--- src/rtl/err_steer_sel.sv ---
// Line-follower error selector: tracks the sensor error, coasts on brief line loss, then steers open-loop.
// Optional macro ERR_STEER_SAT_EN clamps every loaded error value to the signed 12-bit range.
module err_steer_sel #(
    parameter int WIDTH    = 16,
    parameter int LOST_CNT = 4,
    parameter int FIND_CNT = 2,
    parameter int TMO_W    = 24
) (
    input  logic             clk,
    input  logic             rst_n,
    input  logic             go,
    input  logic [WIDTH-1:0] err_raw,
    input  logic             err_vld,
    input  logic             line_present,
    input  logic [WIDTH-1:0] err_opn_lp,
    output logic [WIDTH-1:0] error,
    output logic             err_vld_o,
    output logic [1:0]       mode,
    output logic             lost
);

    // Strobe protocol: err_vld is a one-clock qualifier with no back-pressure; every strobe
    // accepted outside IDLE yields exactly one err_vld_o pulse one clock later, error valid with it.

    typedef enum logic [1:0] {
        IDLE  = 2'd0,
        TRACK = 2'd1,
        COAST = 2'd2,
        OPEN  = 2'd3
    } state_t;

    localparam int MW = $clog2(LOST_CNT + 1);
    localparam int HW = $clog2(FIND_CNT + 1);
    localparam logic [MW-1:0]    MISS_MAX = MW'(LOST_CNT);
    localparam logic [HW-1:0]    HIT_MAX  = HW'(FIND_CNT);
    localparam logic [TMO_W-1:0] TMO_MAX  = '1;

`ifdef ERR_STEER_SAT_EN
    localparam logic signed [WIDTH-1:0] SAT_MAX = WIDTH'(2047);
    localparam logic signed [WIDTH-1:0] SAT_MIN = WIDTH'(-2048);

    function automatic logic [WIDTH-1:0] clamp(input logic [WIDTH-1:0] v);
        if ($signed(v) > SAT_MAX) return SAT_MAX;
        if ($signed(v) < SAT_MIN) return SAT_MIN;
        return v;
    endfunction
`else
    function automatic logic [WIDTH-1:0] clamp(input logic [WIDTH-1:0] v);
        return v;
    endfunction
`endif

    state_t             state_q, state_d;
    logic [WIDTH-1:0]   error_q, error_d;
    logic               vld_q, vld_d;
    logic [MW-1:0]      miss_q, miss_d, miss_inc;
    logic [HW-1:0]      hit_q, hit_d, hit_inc;
    logic [TMO_W-1:0]   tmo_q, tmo_d, tmo_inc;
    logic               lost_q, lost_d;

    // Saturating increments; counters never wrap.
    assign miss_inc = (miss_q == MISS_MAX) ? miss_q : miss_q + 1'b1;
    assign hit_inc  = (hit_q == HIT_MAX)   ? hit_q  : hit_q + 1'b1;
    assign tmo_inc  = (tmo_q == TMO_MAX)   ? tmo_q  : tmo_q + 1'b1;

    always_ff @(posedge clk or negedge rst_n) begin
        if (!rst_n) begin
            state_q <= IDLE;
            error_q <= '0;
            vld_q   <= 1'b0;
            miss_q  <= '0;
            hit_q   <= '0;
            tmo_q   <= '0;
            lost_q  <= 1'b0;
        end else begin
            state_q <= state_d;
            error_q <= error_d;
            vld_q   <= vld_d;
            miss_q  <= miss_d;
            hit_q   <= hit_d;
            tmo_q   <= tmo_d;
            lost_q  <= lost_d;
        end
    end

    always_comb begin
        state_d = state_q;
        error_d = error_q;
        vld_d   = 1'b0;
        miss_d  = miss_q;
        hit_d   = hit_q;
        tmo_d   = tmo_q;
        lost_d  = lost_q;

        if (!go) begin
            state_d = IDLE;
            miss_d  = '0;
            hit_d   = '0;
            tmo_d   = '0;
            lost_d  = 1'b0;
        end else begin
            case (state_q)
                IDLE: state_d = TRACK;
                TRACK: begin
                    if (err_vld) begin
                        vld_d = 1'b1;
                        if (line_present) begin
                            error_d = clamp(err_raw);
                            miss_d  = '0;
                        end else begin
                            miss_d  = MW'(1);
                            state_d = COAST;
                        end
                    end
                end
                COAST: begin
                    if (err_vld) begin
                        vld_d = 1'b1;
                        if (line_present) begin
                            error_d = clamp(err_raw);
                            miss_d  = '0;
                            state_d = TRACK;
                        end else begin
                            miss_d = miss_inc;
                            if (miss_inc == MISS_MAX) begin
                                state_d = OPEN;
                                tmo_d   = '0;
                                hit_d   = '0;
                                error_d = clamp(err_opn_lp);
                            end
                        end
                    end
                end
                OPEN: begin
                    // Timeout runs on every clock in OPEN, including the clock that leaves it.
                    tmo_d = tmo_inc;
                    if (tmo_inc == TMO_MAX) lost_d = 1'b1;
                    if (err_vld) begin
                        vld_d = 1'b1;
                        if (line_present && (hit_inc == HIT_MAX)) begin
                            state_d = TRACK;
                            error_d = clamp(err_raw);
                            miss_d  = '0;
                            hit_d   = '0;
                        end else begin
                            hit_d   = line_present ? hit_inc : '0;
                            error_d = clamp(err_opn_lp);
                        end
                    end
                end
                default: state_d = IDLE;
            endcase
        end
    end

    assign error     = error_q;
    assign err_vld_o = vld_q;
    assign mode      = state_q;
    assign lost      = lost_q;

endmodule

--- config.mk ---
export PLATFORM = sky130hd
export DESIGN_NAME = err_steer_sel
export DESIGN_NICKNAME = d
export VERILOG_FILES = /design/src/rtl/err_steer_sel.sv
export SDC_FILE = /design/constraint.sdc
export NUM_CORES = 1
export LEC_CHECK = 0
export ABC_AREA = 1
export CORE_UTILIZATION = 40
export CTS_CLUSTER_SIZE = 8
export DETAILED_ROUTE_END_ITERATION = 7
export PLACE_DENSITY = 0.74
export SYNTH_ARGS = -nofsm -noshare
export SYNTH_HDL_FRONTEND = slang
export SYNTH_SLANG_ARGS = --single-unit
--- constraint.sdc ---
create_clock -name clk -period 3.64 [get_ports clk]
set_input_delay 0.546 -clock clk [delete_from_list [all_inputs] [get_ports clk]]
set_output_delay 0.546 -clock clk [all_outputs]
set_load 0.05 [all_outputs]
Word level (Yosys, flattened, before mapping):

Cells that the tools add are included.

* word-level logic and storage cells: 93
* bits of input ports: 37
* output and inout bits: 20
* bits in registers: 49

* equal/unequal tests: 26
* muxes and demuxes: 47
* add/sub/neg operators: 3
* reductions and logical operators: 10

Operators by type and width (count)
* 24-bit two-way mux: 5
* 16-bit two-way mux: 7
* 24-bit equality test (second input constant): 2
* 16-bit case mux with 3 select lines: 1
* 24-bit case mux with 2 select lines: 1
* 2-bit two-way mux: 16
* 24-bit by 1-bit adder with 24-bit output (second input constant): 1
* 3-bit != test (second input constant): 8
* 3-bit two-way mux: 7
* 5-bit AND reduction: 2
* 3-bit case mux with 3 select lines: 1
* 2-bit equality test (second input constant): 4
* 2-bit != test (second input constant): 4
* 2-bit case mux with 4 select lines: 1
* 1-bit two-way mux: 7
* 7-bit AND reduction: 1
* 3-bit equality test (second input constant): 2
* 6-bit AND reduction: 1
* 2-bit by 1-bit != test with 1-bit output (second input constant): 2
* 4-bit by 1-bit != test with 1-bit output (second input constant): 1
* 4-bit != test (second input constant): 1
* 2-bit case mux with 2 select lines: 1
* 4-bit AND reduction: 1
* 3-bit by 1-bit adder with 3-bit output (second input constant): 1
* other kinds (8): 8

Longest topological paths before layout:

Gate-level depths: netlist of run 1.

* depth after elaboration: 8
* depth in mapped cells: 14

Least setup slack after synthesis of run 1:

Ideal clock, no wire load.

* path kind: reg-to-reg
* start: reg state_q[1], in the netlist mode[1]
* end: reg error_q[15], in the netlist error[15]
* stages on the path, launching flop included: 10
* arrival: 2.020 ns
* setup time: 0.130 ns
* path slack: 1.490 ns
* buffers on the path: 1
* clock period less this slack: 2.150 ns
* data required time: 3.510 ns
* path through: dfrtp_1 -> ha_1 -> inv_1 -> nor2_1 -> inv_1 -> a21oi_1 -> clkbuf_1 -> o21ai_0 -> nand2_1 -> o21ai_0

* longest elaborated chain between the ends: 3
* elaborated cells on any way between the ends: 11
* classes of those cells: eq/ne: 8; mux: 1; reduce/logical: 2

Ends and longest elaborated chain
* start, declared: RTL line 53 `state_t state_q, state_d;`
* start signal, assigned: RTL line 76 `state_q <= state_d;`
* 2-bit equality test / 2-bit by 1-bit equality test with 1-bit output (equally long branches): RTL line 102 `case (state_q)`
* 3-bit != test (no line) (tied with other cells)
* 7-bit AND reduction (no line)
* end signal, assigned: RTL line 77 `error_q <= error_d;`
* end, declared: RTL line 54 `logic [WIDTH-1:0] error_q, error_d;`

Several ways; a longest one is shown, not always the timed one.
A chain may end at the register's enable or synchronous reset.

Worst setup path in the final report of run 1:

* start: reg state_q[0], in the netlist mode[0]
* end: reg error_q[6], in the netlist error[6]

The elaborated chain is that of the path after synthesis.

==> flow_metrics.tcl, run 1 <==
set metrics [dict create \
    status "finished, final reports clean" \
    final_cell_count_no_fill 648 \
    slew_headroom_pct 34.9 \
    critPathKind "reg -> reg" \
    worstHoldPathType "in -> async" \
    antenna_found_initial 0 \
    worstSkewPairLatency_ns 0.32 \
    avgSynthCellArea_um2 6.75 \
    drt_wl_total_um 8350 \
    critPathRequiredTime_ns 3.84 \
    grt_max_degree 39 \
    drv_slew 0 \
    tightest_slew_ns 0.976 \
    p_switching_w 0.000919 \
    highest_layer "met4" \
    cpMaxStageDelayCell "a21oi_1" \
    whs_ns 0.191 \
    grt_pass1_vias 3071 \
    drc_errors 0 \
    final-setup-viol-count 0 \
    route.met3.wl_um 588 \
    ctsResizeCount 0 \
    ios 57 \
    firstDrtPassIters 5 \
    synth_area_um2 3310 \
    grt_pass1_wl_um 14200 \
    netlist-cell-type-count 34 \
    power.leakage_nw 1.78 \
    reg2reg_depth 9 \
    cell_internal_pwr_w 0.00112 \
    grt_overflow 0 \
    synth-seq-cells 49 \
    place.gp.congestion 0.896 \
    yosysWarnings 0 \
    via_per_inst 5.04 \
    met1_length_um 3970 \
    area_growth_syn_to_layout_pct 23.0 \
    first_iter_violations 222 \
    cts-hold-fix-buffers 0 \
    synth-seq-area-share_pct 37.1 \
    dpl.hpwl_um 6260 \
    p_clk_share_pct 17.9 \
    cts_buffer_depth 2 \
    io_buffers 56 \
    rsz0062_at_grt "false" \
    final_area_um2 4070 \
    cp.arrival_ns 2.75 \
    switching_share_pct 45.0 \
    placed_cell_area_um2 3970 \
    die_w_um 93.0 \
    cp_max_fo 16 \
    fmax_mhz 392 \
    via_count 3266 \
    period_share_pct 70.1 \
    clkTransAtPathRegs_ns 0.11 \
    antenna_cells 0 \
    coreArea_um2 7850 \
    fin_skew_ns 0.0180 \
    fin_nets 590 \
    syn_inst 490 \
    grt_usage_pct 20.4 \
    cts_made_buffers 5 \
    drive_above_1_share_pct 5.31 \
    r2r_slack_ns 1.09 \
    start_kind "flip-flop" \
    tritoncts "yes" \
    sequentialPowerShare_pct 34.9 \
    synthesis.nets 535 \
    p_comb_share_pct 47.2 \
    cp_common_cell "inv_1" \
    setup_tns_ns 0 \
    antenna_left 0 \
    postCtsSetupBuffers 0 \
    dp.cells 640 \
    initial_core_util_pct 42.2 \
    rr_endpoint "error[6]$_DFFE_PN0P_" \
    routedWlPerCell_um 12.9 \
    fin_crit_ns 2.55 \
    dieHeight_um 93.0 \
    slowest_delay_ns 0.75 \
    die_area_um2 8640 \
    h-tree-depth 2 \
    cts_root_buf "clkbuf_8" \
    end_kind "flip-flop" \
    ir_worst_vdd_mv 0.362 \
    fp-row-count 32 \
    crit_chain "inv_1, ha_1, inv_1, nor2_1, inv_1, a21oi_1, o21ai_0, nand2_1, o21ai_0" \
    hold_violations 0 \
    worstReg2RegStart "mode[0]$_DFFE_PN0P_" \
    wl_met2_um 3700 \
    cap_violations 0 \
    clock_sinks 49 \
    powerDensity_nw_per_um2 501 \
]
-- layout make-up --
| cell class | count | area, µm² |
|---|---|---|
| fillers | 789 | 3780 |
| multi-input cells | 342 | 1710 |
| flip-flops and latches | 49 | 1230 |
| repair buffers | 60 | 586 |
| inverters | 87 | 327 |
| well taps | 102 | 128 |
| clock buffers | 6 | 82.6 |
| clock inverters | 2 | 17.5 |
-- metrics by stage --
stage	setup WS, ns	power [W]	util (%)
final	1.09	0.00204	51.9
after global routing	0.788	0.00217	51.9
after CTS	1.09	0.00205	51.9
after detailed placement	0.994	0.00169	50.6
after global placement	1.07	0.00168	50.6
after floorplan	1.49	0.00135	-
-- routing by layer --
metal  GRT usage, %  up-vias
met3           4.84        9
met5              0        -
met1           27.8     1485
li1               -     1658
met4           4.49        0
met2           32.7      114
-- cells by family (layout without fill, tap and decap cells) --
| kind of cell | Yosys count | count (layout) | share of synthesized area [%] |
|---|---|---|---|
| simple gates | 243 | 243 | 32.1 |
| buf+inv | 99 | 155 | 11.6 |
| compound gates | 84 | 84 | 14.4 |
| flops | 49 | 49 | 37.1 |
| fa+ha+maj | 8 | 8 | 3.02 |
| xor+xnor | 7 | 7 | 1.85 |
-- power groups by stage --
stage / Sequential [W] / Clock (W) / Combinational, W
after global placement: 0.000721 / 0 / 0.000956
after detailed placement: 0.000721 / 0 / 0.000965
after global routing: 0.000729 / 0.000391 / 0.00105
after CTS: 0.000715 / 0.000369 / 0.000968
final: 0.000712 / 0.000364 / 0.000964
after floorplan: 0.00105 / 0 / 0.000304
-- cells in the final DEF (no fill, tap or decap), drive strengths merged, types with 8 or more instances in the layout --
cell           Yosys  routed
clkdlybuf4s50      0      55
dfrtp             49      49
ha                 8       8
inv               87      88
nand2            143     143
nand3             38      38
nand4              9       9
nor2              44      44
o21ai             63      63
o22ai             10      10
-- flip-flops by register name, summed over array words and instances, names as in the netlist --
register and flops:
miss_q 3, mode 2, error 16, lost 1
tmo_q 24, err_vld_o 1, hit_q 2
-- cells in the mapped netlist --
cell / number / area, µm²
a2111oi_4: 1 / 27.5
a21boi_0: 1 / 7.51
a21oi_1: 3 / 15.0
a21oi_2: 1 / 8.76
a22oi_1: 1 / 7.51
and2_1: 1 / 6.26
buf_2: 3 / 15.0
buf_6: 1 / 11.3
clkbuf_1: 8 / 30.0
dfrtp_1: 49 / 1230
ha_1: 8 / 100
inv_1: 86 / 323
inv_2: 1 / 3.75
nand2_1: 139 / 522
nand2_2: 2 / 12.5
nand2_4: 2 / 22.5
nand3_1: 38 / 190
nand3b_1: 2 / 15.0
nand4_1: 9 / 56.3
nor2_1: 38 / 143
nor2_2: 2 / 12.5
nor2_4: 4 / 45.0
nor3_1: 4 / 20.0
nor3_2: 1 / 10.0
nor4_1: 1 / 6.26
o211ai_1: 1 / 7.51
o21ai_0: 60 / 300
o21ai_1: 2 / 10.0
o21ai_2: 1 / 8.76
o21bai_1: 2 / 15.0
o22ai_1: 10 / 62.6
o31ai_1: 1 / 7.51
xnor2_1: 1 / 8.76
xor2_1: 6 / 52.6
-- worst max-delay path, delay by kind of cell (launching register included) --
| family | cells | cell delay [ns] |
|---|---|---|
| buf+inv | 3 | 0.30 |
| simple gates | 2 | 0.30 |
| fa+ha+maj | 1 | 0.33 |
| flops | 1 | 0.44 |
| compound gates | 3 | 1.04 |
-- worst max-delay path by stage --
stage / from / endpoint / depth (start not counted)
after floorplan: mode[1]$_DFFE_PN0P_ / error[15]$_DFFE_PN0P_ / 9
after global placement: line_present / error[11]$_DFFE_PN0P_ / 7
after detailed placement: line_present / error[8]$_DFFE_PN0P_ / 7
after CTS: mode[0]$_DFFE_PN0P_ / error[6]$_DFFE_PN0P_ / 9
after global routing: mode[0]$_DFFE_PN0P_ / error[2]$_DFFE_PN0P_ / 9
final: mode[0]$_DFFE_PN0P_ / error[6]$_DFFE_PN0P_ / 9
(Power assumes the default switching activity.)
==> inputs of run 2 (changes only) <==
- PLACE_DENSITY: 0.74 -> 0.77
- clock period: 3.64 -> 2.1 ns (I/O delays scaled with it)
==> run 2 against run 1 <==
Net effect: the flow now finishes with violations (hold timing); sequential share of layout area decreased by 3.1 points; first-iteration DRC count increased by 20%; utilization increased by 6.1 points; flip-flop and latch count unchanged; count of clock-buffer cells in the layout decreased by 1; power increased by 93%; hold slack got worse by 0.22 ns; worst setup slack got worse by 1.0 ns; cell area increased by 12%; critical path depth increased by 3; combinational power increased by 110%; sequential power increased by 76%.
==> flow_metrics.tcl, run 2 (same netlist as run 1, synthesis figures left out) <==
set metrics [dict create \
    status "complete, but fails checks" \
    cts_root_buf "clkbuf_8" \
    r2r_slack_ns 0.05 \
    via_per_inst 5.21 \
    die_area_um2 8640 \
    routedWlPerCell_um 13.9 \
    drc_errors 0 \
    violations "hold timing" \
    cp_common_cell "nand2_2" \
    p_total_w 0.00393 \
    grt_pass1_vias 3314 \
    period_share_pct 97.6 \
    end_kind "flip-flop" \
    start_kind "flip-flop" \
    tightest_slew_ns 0.568 \
    clkTransAtPathRegs_ns 0.11 \
    slew_headroom_pct 62.2 \
    grt_pass1_wl_um 15100 \
    firstDrtPassIters 5 \
    hold_violations 22 \
    critPathKind "reg -> reg" \
    cap_violations 0 \
    cts_made_buffers 5 \
    final-setup-viol-count 0 \
    power.leakage_nw 1.99 \
    mostFrequentLayoutCell "nand2_1" \
    final_cell_mix "nand2_1 (120), inv_1 (84), clkdlybuf4s50_1 (55)" \
    grt_max_degree 33 \
    fin_nets 627 \
    grt_usage_pct 22.0 \
    powerDensity_nw_per_um2 863 \
    regMostFlops "tmo_q" \
    fp-row-count 32 \
    crit_chain "inv_2, ha_4, nand2_4, xor2_2, nand3b_1, nand2_1, nand2_2, a2111oi_4, buf_6, clkbuf_16, nand2_2, o21ai_1" \
    h-tree-depth 2 \
    drv_slew 0 \
    whs_ns -0.0238 \
    rsz0062_at_grt "true" \
    critPathBufInv 3 \
    cp.arrival_ns 2.29 \
    die_w_um 93.0 \
    dpl_worst_slack_ns -0.0244 \
    ir_worst_vdd_mv 0.610 \
    reg2reg_depth 12 \
    dpl.hpwl_um 6830 \
    crit_family "buffers and inverters" \
    cts_buffer_depth 2 \
    setup_slack_ns 0.0511 \
    fin_crit_ns 2.05 \
    via_count 3568 \
    grt_overflow 0 \
    drt_wl_total_um 9490 \
    first_iter_violations 266 \
    critPathRequiredTime_ns 2.34 \
    fmax_mhz 488 \
    rr_endpoint "error[2]$_DFFE_PN0P_" \
    cp_max_fo 8 \
    final_cell_count_no_fill 685 \
    drive_above_1_share_pct 17.3 \
    dp.cells 665 \
    largest_register_ffs 24 \
    antenna_left 0 \
    antenna_found_initial 0 \
    coreArea_um2 7850 \
    area_growth_syn_to_layout_pct 37.6 \
    place.gp.congestion 0.985 \
    dieHeight_um 93.0 \
    io_buffers 56 \
    ios 57 \
    tritoncts "yes" \
    antenna_cells 0 \
    slowest_delay_ns 0.41 \
    clock_sinks 49 \
    worstHoldPathType "in -> async" \
    fin_skew_ns 0.0112 \
    cpMaxStageDelayCell "dfrtp_1" \
    initial_core_util_pct 42.2 \
    worstReg2RegStart "miss_q[1]$_DFFE_PN0P_" \
    fin_util_pct 58.0 \
    worstSkewPairLatency_ns 0.32 \
]
run 2: cell types whose count changed in the layout (fill, tap and decap cells not counted), sizes merged:
cell,before,now
buf,5,39
clkbuf,6,8
clkinv,1,2
run 2: what timing repair did:
item	CTS	global route
endpoints found under the setup margin	0	36
gates resized for setup	0	57
hold buffers	0	0
endpoints found under the hold margin	0	0
setup buffers	0	8
run 2: layout make-up:
type / instances / area, µm²
clock buffers: 5 / 68.8
well taps: 102 / 128
multi-input cells: 342 / 1820
fillers: 719 / 3290
inverters: 87 / 327
repair buffers: 97 / 951
clock inverters: 3 / 26.3
flip-flops and latches: 49 / 1230
run 2: worst max path at each step:
stage / startpoint / endpoint / slack [ns] / cells after the start
2_1_floorplan: mode[0]$_DFFE_PN0P_ / error[15]$_DFFE_PN0P_ / 0.08 / 10
4_1_cts: tmo_q[1]$_DFFE_PN0P_ / lost$_DFFE_PN0P_ / 0.09 / 13
5_1_grt: miss_q[0]$_DFFE_PN0P_ / error[11]$_DFFE_PN0P_ / -0.1 / 12
3_5_place_dp: go / tmo_q[22]$_DFFE_PN0P_ / -0.02 / 7
6_report: miss_q[1]$_DFFE_PN0P_ / error[2]$_DFFE_PN0P_ / 0.05 / 12
3_3_place_gp: go / tmo_q[0]$_DFFE_PN0P_ / -0.03 / 7
run 2: where the power goes:
group,switching [W],total [W],internal (W)
combinational,0.00128,0.00207,0.000784
clock,0.000370,0.000614,0.000244
sequential,0.000122,0.00125,0.00113
total,0.00177,0.00393,0.00215
run 2: layer usage:
metal  GRT usage [%]  up-vias  part of all wire, %
li1                -     1742                    -
met1            29.2     1632                   43
met2            36.8      180                   48
met3            5.01       14                  8.2
met4            3.85        0                  1.1
met5               0        -                    0
run 2: stage by stage:
stage | area [µm²] | TNS (ns)
2_1_floorplan | 3310 | 0
3_3_place_gp | 4200 | -0.0272
3_5_place_dp | 4200 | -0.0283
4_1_cts | 4290 | 0
5_1_grt | 4550 | -1.25
6_report | 4550 | 0
==> inputs of run 3 (changes only) <==
==> constraint.sdc (replaced) <==
create_clock -name clk -period 2.1 [get_ports clk]
set_input_delay 0.42 -clock clk [delete_from_list [all_inputs] [get_ports clk]]
set_output_delay 0.42 -clock clk [all_outputs]
set_load 0.05 [all_outputs]
==> run 3 against run 2 <==
Net effect: the run now ends clean; sequential power hardly changed; wire length is 6.6% lower; flip-flop and latch count stayed put; non-clock buffer count is 4 lower; largest cell class unchanged; largest power group unchanged; highest routed layer unchanged.
==> flow_metrics.tcl, run 3 (same netlist as run 1, synthesis figures left out) <==
set metrics [dict create \
    drv_slew 0 \
    clkTransAtPathRegs_ns 0.10 \
    via_per_inst 5.03 \
    crit_family "simple AND/OR/NAND/NOR gates" \
    regMostFlops "tmo_q" \
    cts_buffer_depth 2 \
    io_buffers 56 \
    cts_root_buf "clkbuf_8" \
    start_kind "flip-flop" \
    final-setup-viol-count 0 \
    fp-row-count 32 \
    first_iter_violations 204 \
    placed_cell_area_um2 4210 \
    crit_chain "ha_2, buf_4, nand3_1, nor2_2, nand3_1, nand2_1, nand2_1, nand2_1, nand2_1, nor2_1, nand2_1, nor2_1, nand3_1, a21oi_2" \
    fin_nets 623 \
    slew_headroom_pct 64.1 \
    grt_max_degree 38 \
    setup_tns_ns 0 \
    drive_above_1_share_pct 13.6 \
    cp.arrival_ns 2.29 \
    critPathRequiredTime_ns 2.35 \
    p_switching_w 0.00164 \
    die_area_um2 8640 \
    antenna_found_initial 0 \
    cts_made_buffers 5 \
    area_growth_syn_to_layout_pct 34.8 \
    fin_crit_ns 2.04 \
    powerDensity_nw_per_um2 847 \
    hold_violations 0 \
    switching_share_pct 43.4 \
    rsz0062_at_grt "true" \
    critPathKind "reg -> reg" \
    slowest_delay_ns 0.41 \
    drt_wl_total_um 8870 \
    final_cell_mix "nand2_1 (137), inv_1 (84), o21ai_0 (60)" \
    p_clk_share_pct 19.0 \
    cpMaxStageDelayCell "dfrtp_1" \
    fmax_mhz 489 \
    place.gp.congestion 0.891 \
    ios 57 \
    ir_worst_vdd_mv 0.722 \
    h-tree-depth 2 \
    tritoncts "yes" \
    mostFrequentLayoutCell "nand2_1" \
    cell_internal_pwr_w 0.00214 \
    final_area_um2 4460 \
    cp_common_cell "nand2_1" \
    cap_violations 0 \
    critPathBufInv 1 \
    grt_pass1_vias 3218 \
    routedWlPerCell_um 13.0 \
    via_count 3428 \
    coreArea_um2 7850 \
    grt_usage_pct 21.3 \
    cts-hold-fix-buffers 0 \
    largest_register_ffs 24 \
    power.leakage_nw 1.95 \
    grt_pass1_wl_um 14700 \
    fin_skew_ns 0.00643 \
    dpl.hpwl_um 6600 \
    drc_errors 0 \
    firstDrtPassIters 5 \
    end_kind "flip-flop" \
    status "finished, final reports clean" \
    dieHeight_um 93.0 \
    worstSkewPairLatency_ns 0.31 \
    clock_sinks 49 \
    whs_ns 0.0253 \
    die_w_um 93.0 \
    antenna_cells 0 \
    cp_max_fo 3 \
    antenna_left 0 \
    tightest_slew_ns 0.537 \
    initial_core_util_pct 42.2 \
    worstHoldPathType "in -> async" \
    sequentialPowerShare_pct 32.8 \
    p_comb_share_pct 48.2 \
    period_share_pct 97.3 \
    grt_overflow 0 \
]
## run 3: power by group through the flow
stage	Sequential, W	Clock (W)	Combinational (W)
final	0.00124	0.000719	0.00182
after global routing	0.00126	0.000768	0.00195
after CTS	0.00124	0.000734	0.00176
after detailed placement	0.00125	0	0.00176
after global placement	0.00125	0	0.00174
after floorplan	0.00182	0	0.000527
## run 3: path summary, 6_finish.rpt
check                                           from                     to  slack [ns]  cells after the start
worst max-delay path            tmo_q[0]$_DFFE_PN0P_       lost$_DFFE_PN0P_        0.06                     14
worst min-delay path                           rst_n  tmo_q[21]$_DFFE_PN0P_        0.03                      1
worst max register to register  tmo_q[0]$_DFFE_PN0P_       lost$_DFFE_PN0P_        0.06                     14
worst min register to register  hit_q[1]$_DFFE_PN0P_   hit_q[1]$_DFFE_PN0P_        0.50                      2
max in group asynchronous                      rst_n   tmo_q[2]$_DFFE_PN0P_        1.48                      2
min in group clk                hit_q[1]$_DFFE_PN0P_   hit_q[1]$_DFFE_PN0P_        0.50                      2
## run 3: area by class of cell
class                           count  area [µm²]
Inverter                           87         327
Multi-Input combinational cell    342        1760
Sequential cell                    49        1230
Tap cell                          102         128
Clock buffer                        5        68.8
Clock inverter                      3        47.5
Timing Repair Buffer               93         901
Fill cell                         727        3390
## run 3: metrics by stage
stage                     setup slack, ns  total power [W]  cells  utilization [%]
after floorplan                    0.0814          0.00235    490                -
after global placement            -0.0160          0.00299    665             53.7
after detailed placement          -0.0984          0.00301    665             53.7
after CTS                          0.0331          0.00374    675             55.3
after global routing              -0.0906          0.00398    681             56.8
final                              0.0568          0.00378    681             56.8
## run 3: timing repair
action / 4_1_cts / 5_1_grt
buffers inserted: 2 / 5
gates cloned: 0 / 1
pin swaps: 0 / 5
gates resized for setup: 0 / 17
setup endpoints to repair: 1 / 26
## run 3: layer usage
layer  vias up  routed length (µm)  track usage, %
met5         -                   0               0
met4         0                 102            4.74
met3        17                 625            5.09
met2       124                4150            35.8
met1      1559                3990            27.6
li1       1728                   -               -
